--- src/rtl/serial_subtractor_if.sv ---
// Operand/result handshake bundle for serial_subtractor.
// SERIAL_SUB_OVF_EN adds the ovf result bit.
interface serial_subtractor_if #(
    parameter int unsigned WIDTH = 4
);
    logic             in_valid;
    logic             in_ready;
    logic [WIDTH-1:0] a;
    logic [WIDTH-1:0] b;
    logic             bin;
    logic             out_valid;
    logic             out_ready;
    logic [WIDTH-1:0] diff;
    logic             bout;
`ifdef SERIAL_SUB_OVF_EN
    logic             ovf;

    modport master (
        output in_valid, a, b, bin, out_ready,
        input  in_ready, out_valid, diff, bout, ovf
    );
    modport slave (
        input  in_valid, a, b, bin, out_ready,
        output in_ready, out_valid, diff, bout, ovf
    );
`else
    modport master (
        output in_valid, a, b, bin, out_ready,
        input  in_ready, out_valid, diff, bout
    );
    modport slave (
        input  in_valid, a, b, bin, out_ready,
        output in_ready, out_valid, diff, bout
    );
`endif
endinterface

--- src/rtl/serial_subtractor.sv ---
// Bit-serial a - b - bin, LSB first, one bit per clock, valid/ready on both sides.
// SERIAL_SUB_OVF_EN adds a registered two's-complement overflow flag (ovf).
module serial_subtractor #(
    parameter int unsigned WIDTH = 4
) (
    input logic               clk,
    input logic               rst_n,
    serial_subtractor_if.slave bus
);
    localparam int unsigned CNT_W = $clog2(WIDTH) + 1;

    typedef enum logic [1:0] {IDLE, SHIFT, HOLD} state_t;

    state_t           state, state_nxt;
    logic [WIDTH-1:0] ad_sr;     // minuend shifts out LSB-first while difference bits fill from the MSB
    logic [WIDTH-1:0] b_sr;
    logic             br;
    logic [CNT_W-1:0] cnt;
    logic             in_ready_q;
    logic             out_valid_q;
    logic [WIDTH-1:0] diff_q;
    logic             bout_q;

    logic             d_c;
    logic             br_nxt_c;
    logic             accept_c;
    logic             last_c;
    logic [WIDTH-1:0] ad_nxt_c;

    // Full-subtractor bit slice and control decodes
    always_comb begin
        d_c      = ad_sr[0] ^ b_sr[0] ^ br;
        br_nxt_c = (~ad_sr[0] & b_sr[0]) | (~ad_sr[0] & br) | (b_sr[0] & br);
        ad_nxt_c = {d_c, ad_sr[WIDTH-1:1]};
        accept_c = (state == IDLE) && bus.in_valid;
        last_c   = (state == SHIFT) && (cnt == CNT_W'(WIDTH - 1));
    end

    // Next-state logic
    always_comb begin
        state_nxt = state;
        unique case (state)
            IDLE:    if (bus.in_valid)  state_nxt = SHIFT;
            SHIFT:   if (last_c)        state_nxt = HOLD;
            HOLD:    if (bus.out_ready) state_nxt = IDLE;
            default:                    state_nxt = IDLE;
        endcase
    end

    always_ff @(posedge clk or negedge rst_n) begin
        if (!rst_n) state <= IDLE;
        else        state <= state_nxt;
    end

    // Datapath and registered handshake outputs
    always_ff @(posedge clk or negedge rst_n) begin
        if (!rst_n) begin
            ad_sr       <= '0;
            b_sr        <= '0;
            br          <= 1'b0;
            cnt         <= '0;
            in_ready_q  <= 1'b1;
            out_valid_q <= 1'b0;
            diff_q      <= '0;
            bout_q      <= 1'b0;
        end else begin
            in_ready_q  <= (state_nxt == IDLE);
            out_valid_q <= (state_nxt == HOLD);
            if (accept_c) begin
                ad_sr <= bus.a;
                b_sr  <= bus.b;
                br    <= bus.bin;
                cnt   <= '0;
            end else if (state == SHIFT) begin
                ad_sr <= ad_nxt_c;
                b_sr  <= b_sr >> 1;
                br    <= br_nxt_c;
                cnt   <= cnt + CNT_W'(1);
                if (last_c) begin
                    diff_q <= ad_nxt_c;
                    bout_q <= br_nxt_c;
                end
            end
        end
    end

    assign bus.in_ready  = in_ready_q;
    assign bus.out_valid = out_valid_q;
    assign bus.diff      = diff_q;
    assign bus.bout      = bout_q;

`ifdef SERIAL_SUB_OVF_EN
    logic a_msb, b_msb, ovf_q;

    // Operand signs are captured at acceptance; the result sign is the last bit produced
    always_ff @(posedge clk or negedge rst_n) begin
        if (!rst_n) begin
            a_msb <= 1'b0;
            b_msb <= 1'b0;
            ovf_q <= 1'b0;
        end else if (accept_c) begin
            a_msb <= bus.a[WIDTH-1];
            b_msb <= bus.b[WIDTH-1];
        end else if (last_c) begin
            ovf_q <= (a_msb != b_msb) && (d_c != a_msb);
        end
    end

    assign bus.ovf = ovf_q;
`endif
endmodule

--- src/flat_wrapper.sv ---
// flat-port wrapper written by rule: the top's interface ports become plain ports
module serial_subtractor_flat 
#(
    parameter int unsigned WIDTH = 4
)
  (clk, rst_n, bus_in_valid, bus_a, bus_b, bus_bin, bus_out_ready, bus_in_ready, bus_out_valid, bus_diff, bus_bout);
  serial_subtractor_if #(.WIDTH(WIDTH)) bus_i ();
  input logic clk;
  input logic rst_n;
  input wire logic [$bits(bus_i.in_valid)-1:0] bus_in_valid;
  input wire logic [$bits(bus_i.a)-1:0] bus_a;
  input wire logic [$bits(bus_i.b)-1:0] bus_b;
  input wire logic [$bits(bus_i.bin)-1:0] bus_bin;
  input wire logic [$bits(bus_i.out_ready)-1:0] bus_out_ready;
  output wire logic [$bits(bus_i.in_ready)-1:0] bus_in_ready;
  output wire logic [$bits(bus_i.out_valid)-1:0] bus_out_valid;
  output wire logic [$bits(bus_i.diff)-1:0] bus_diff;
  output wire logic [$bits(bus_i.bout)-1:0] bus_bout;
  assign bus_i.in_valid = bus_in_valid;
  assign bus_i.a = bus_a;
  assign bus_i.b = bus_b;
  assign bus_i.bin = bus_bin;
  assign bus_i.out_ready = bus_out_ready;
  assign bus_in_ready = bus_i.in_ready;
  assign bus_out_valid = bus_i.out_valid;
  assign bus_diff = bus_i.diff;
  assign bus_bout = bus_i.bout;
  serial_subtractor #(.WIDTH(WIDTH)) u_core (.clk(clk), .rst_n(rst_n), .bus(bus_i));
endmodule
--- config.mk ---
export PLATFORM = sky130hd
export DESIGN_NAME = serial_subtractor_flat
export DESIGN_NICKNAME = d
export VERILOG_FILES = /design/src/rtl/serial_subtractor_if.sv /design/src/rtl/serial_subtractor.sv /design/src/flat_wrapper.sv
export SDC_FILE = /design/constraint.sdc
export NUM_CORES = 1
export LEC_CHECK = 0
export ABC_CLOCK_PERIOD_IN_PS = 2100
export BUFFER_PORTS_ARGS = -buffer_cell sky130_fd_sc_hd__buf_2
export CORE_ASPECT_RATIO = 1.4
export CORE_MARGIN = 4
export CORE_UTILIZATION = 50
export CTS_CLUSTER_SIZE = 16
export DETAILED_ROUTE_END_ITERATION = 10
export PLACE_DENSITY_LB_ADDON = 0.12
export SLEW_MARGIN = 10
export SYNTH_ARGS = -nofsm -noshare
export SYNTH_HDL_FRONTEND = slang
export SYNTH_SLANG_ARGS = --single-unit
--- constraint.sdc ---
create_clock -name clk -period 2.1 [get_ports clk]
set_input_delay 0.315 -clock clk [delete_from_list [all_inputs] [get_ports clk]]
set_output_delay 0.315 -clock clk [all_outputs]
set_load 0.02 [all_outputs]
==> run_results.csv <==
group,metric,value,unit
run_status,run_status,"finished clean",
pwr,vdd_ir_max,0.762,mV
detailed_routing,routed_wire_length_per_instance,15.7,µm
flow_run,drv.max_cap_violation_count,0,
die,vertical_die_dimension,60.2,µm
cells_and_area,antennaDiodeCount,0,
detailed_routing,dr_total_vias,721,
sta,post_route_minimum_period,1.39,ns
min_path,min_path_type,"in2reg",
grt,grt_max_degree,22,
placement,post-dp-hpwl,1.38,mm
die,floorplan.die_area,2730,µm²
clock_network,clk_root_buffer_cell,"sky130_fd_sc_hd__clkbuf_4",
synthesis,seq_area_frac_synth,0.540,
detailed_routing,number_of_drc_markers_after_the_initial_detailed_route_iteration,35,
critical_path,startpoint_class_of_the_critical_path,"flop",
sta,timing.final.hold_violations,0,
clock_network,clock_insertion_delay_worst_skew,0.30,ns
grt,antenna_violations_before_repair,0,
pwr,power.density,1600,nW/µm²
die,start_util,0.541,
cells_and_area,multi_input_logic_area,377,µm²
cells_and_area,number_of_nets_in_the_final_layout,119,
sta,rsz0062_at_grt,"no",
grt,via_count_of_the_first_global_routing_pass,762,
sta,setup_viol,0,
clock_network,post_cts_repair_resize_count,0,
synthesis,synth_top_cell_by_area,"sky130_fd_sc_hd__dfrtp_1",
detailed_routing,avgViaCountPerCell,5.91,
critical_path,critPathArrivalTime,1.58,ns
synthesis,netlist.area_leader.share,0.513,
clock_network,cts_tree,"yes",
grt,globalRouteTotalUtil,0.160,
clock_network,cts-buffers-inserted,3,
synthesis,ys_types,21,
synthesis,ys_top_cells_by_area,"sky130_fd_sc_hd__dfrtp_1 51%, sky130_fd_sc_hd__o22ai_1 10%, sky130_fd_sc_hd__mux2_4 6.2%",
placement,port_buffers,19,
synthesis,syn-mean-instance-area,11.7,µm²
clock_network,htree_num_levels,1,
cells_and_area,syn2layout_area_growth,11.4,%
critical_path,end_kind,"flop",
clock_network,tritoncts_num_sinks,21,
synthesis,synthesized_netlist_net_count,99,
die,die-width,45.3,µm
sta,final_period_utilization,0.661,
sta,worst_slew_margin_rel,0.691,
pwr,totalPowerFinal,1740,µW
clock_network,clock_tree.buffer_depth,2,
pwr,static-leakage-power,0.000520,µW
synthesis,yosys_warnings,0,
synthesis,synth_seq_cells,21,
detailed_routing,wirelength,1.92,mm
detailed_routing,drt_pass1_iterations,4,
sta,hold_slack,0.247,ns
cells_and_area,final-seq-area,527,µm²
placement,gp_routability_congestion,0.719,
grt,grt_pass1_wl,3.25,mm
sta,timing.clock.skew,0.00418,ns
die,core_region_area,1800,µm²
sta,slew_violations,0,
synthesis,post_synth_inst_count,83,
sta,fin_setup_tns,0,ns
clock_network,clkSlewWorstSetupHoldPaths,0.11,ns
detailed_routing,ant_nets,0,
sta,maxClockFrequency,0.721,GHz
sta,worstMarginPinSlew,0.464,ns
clock_network,postCtsSetupBuffers,0,
critical_path,worst-setup-path-type,"reg2reg",
critical_path,timing.critical_path.required,2.29,ns
cells_and_area,drive_gt1_frac,0.304,
die,ios,20,
detailed_routing,route.detailed.drc,0,
clock_network,post_cts_hold_buffer_count,1,
synthesis,syn_area,975,µm²
critical_path,worst-path-max-fanout,8,
cells_and_area,n_fill_cell,168,
grt,gr-total-overflow,0,
die,site_rows,18,
placed cells by master (no fill, tap or decap), drive strengths merged:
master	Yosys	final
nor2	1	1
buf	5	19
dfstp	1	1
nand3b	1	1
nand2	1	1
clkbuf	0	4
fa	1	1
o22ai	16	16
nand2b	3	3
ha	2	2
inv	7	7
o21ai	10	10
o31ai	1	1
o22a	1	1
dlygate4sd3	0	1
a21oi	8	8
dfrtp	20	20
a211oi	1	1
mux2	4	4
flip-flops by register name, indices dropped and copies added, names as in the netlist:
name / count
u_core.ad_sr: 4
u_core.b_sr: 4
u_core.br: 1
u_core.bus.bout: 1
u_core.bus.diff: 4
u_core.bus.in_ready: 1
u_core.bus.out_valid: 1
u_core.cnt: 3
u_core.state: 2
worst max-delay path, stage by stage, from the launching register on:
cell                       delay (ns)
sky130_fd_sc_hd__dfrtp_1         0.41
sky130_fd_sc_hd__ha_1            0.20
sky130_fd_sc_hd__ha_1            0.22
sky130_fd_sc_hd__nand3b_4        0.15
sky130_fd_sc_hd__mux2_4          0.31
power by group:
group	total, µW	internal [µW]	switching (µW)
sequential	770	601	168
clock	190	73.9	116
combinational	782	360	422
total	1740	1040	706
layout make-up:
class	count	area share
well taps	20	0.0230
repair buffers	20	0.0968
inverters	7	0.0242
flip-flops and latches	21	0.485
clock buffers	4	0.0242
multi-input cells	50	0.347
stage by stage:
step                area [µm²]  utilization  cells  setup slack, ns
floorplan                  975            -     83            0.773
global placement          1050        0.583    117            0.750
detailed placement        1050        0.583    117            0.729
CTS                       1090        0.603    122            0.708
global route              1090        0.603    122            0.643
finish                    1090        0.603    122            0.712
synth_stat cells, drive strengths merged:
| library cell | number |
|---|---|
| dfrtp | 20 |
| o22ai | 16 |
| o21ai | 10 |
| a21oi | 8 |
| inv | 7 |
| buf | 5 |
| mux2 | 4 |
| nand2b | 3 |
| ha | 2 |
| a211oi | 1 |
| dfstp | 1 |
| fa | 1 |
| nand2 | 1 |
| nand3b | 1 |
| nor2 | 1 |
| o22a | 1 |
| o31ai | 1 |
worst paths after layout:
kind	startpoint	end	slack, ns	cells past startpoint
max reg2reg	u_core.cnt[0]	u_core.bus.bout	0.71	4
min reg2reg	u_core.cnt[0]	u_core.cnt[0]	0.49	1
max	u_core.cnt[0]	u_core.bus.bout	0.71	4
min	bus_b[3]	u_core.b_sr[3]	0.25	3
min in group asynchronous	rst_n	u_core.bus.diff[1]	0.49	2
max in group asynchronous	rst_n	u_core.bus.in_ready	1.26	2
cells by family (layout without fill, tap and decap cells):
| logic type | Yosys count | in the layout | share of synthesized area |
|---|---|---|---|
| AOI/OAI and AO/OA | 37 | 37 | 0.221 |
| and+or+nand+nor | 6 | 6 | 0.0578 |
| DFF | 21 | 21 | 0.540 |
| adders and majority gates | 3 | 3 | 0.0462 |
| muxes | 4 | 4 | 0.0616 |
| buffers and inverters | 12 | 31 | 0.0732 |
layer usage:
metal  GRT usage  routed length (µm)  vias to the layer above
met5           0                   0                        -
met4      0.0795                  29                        0
met3      0.0181                 106                        4
met2       0.283                 983                       27
met1       0.185                 800                      347
li1            -                   -                      343
(Power assumes the default switching activity.)
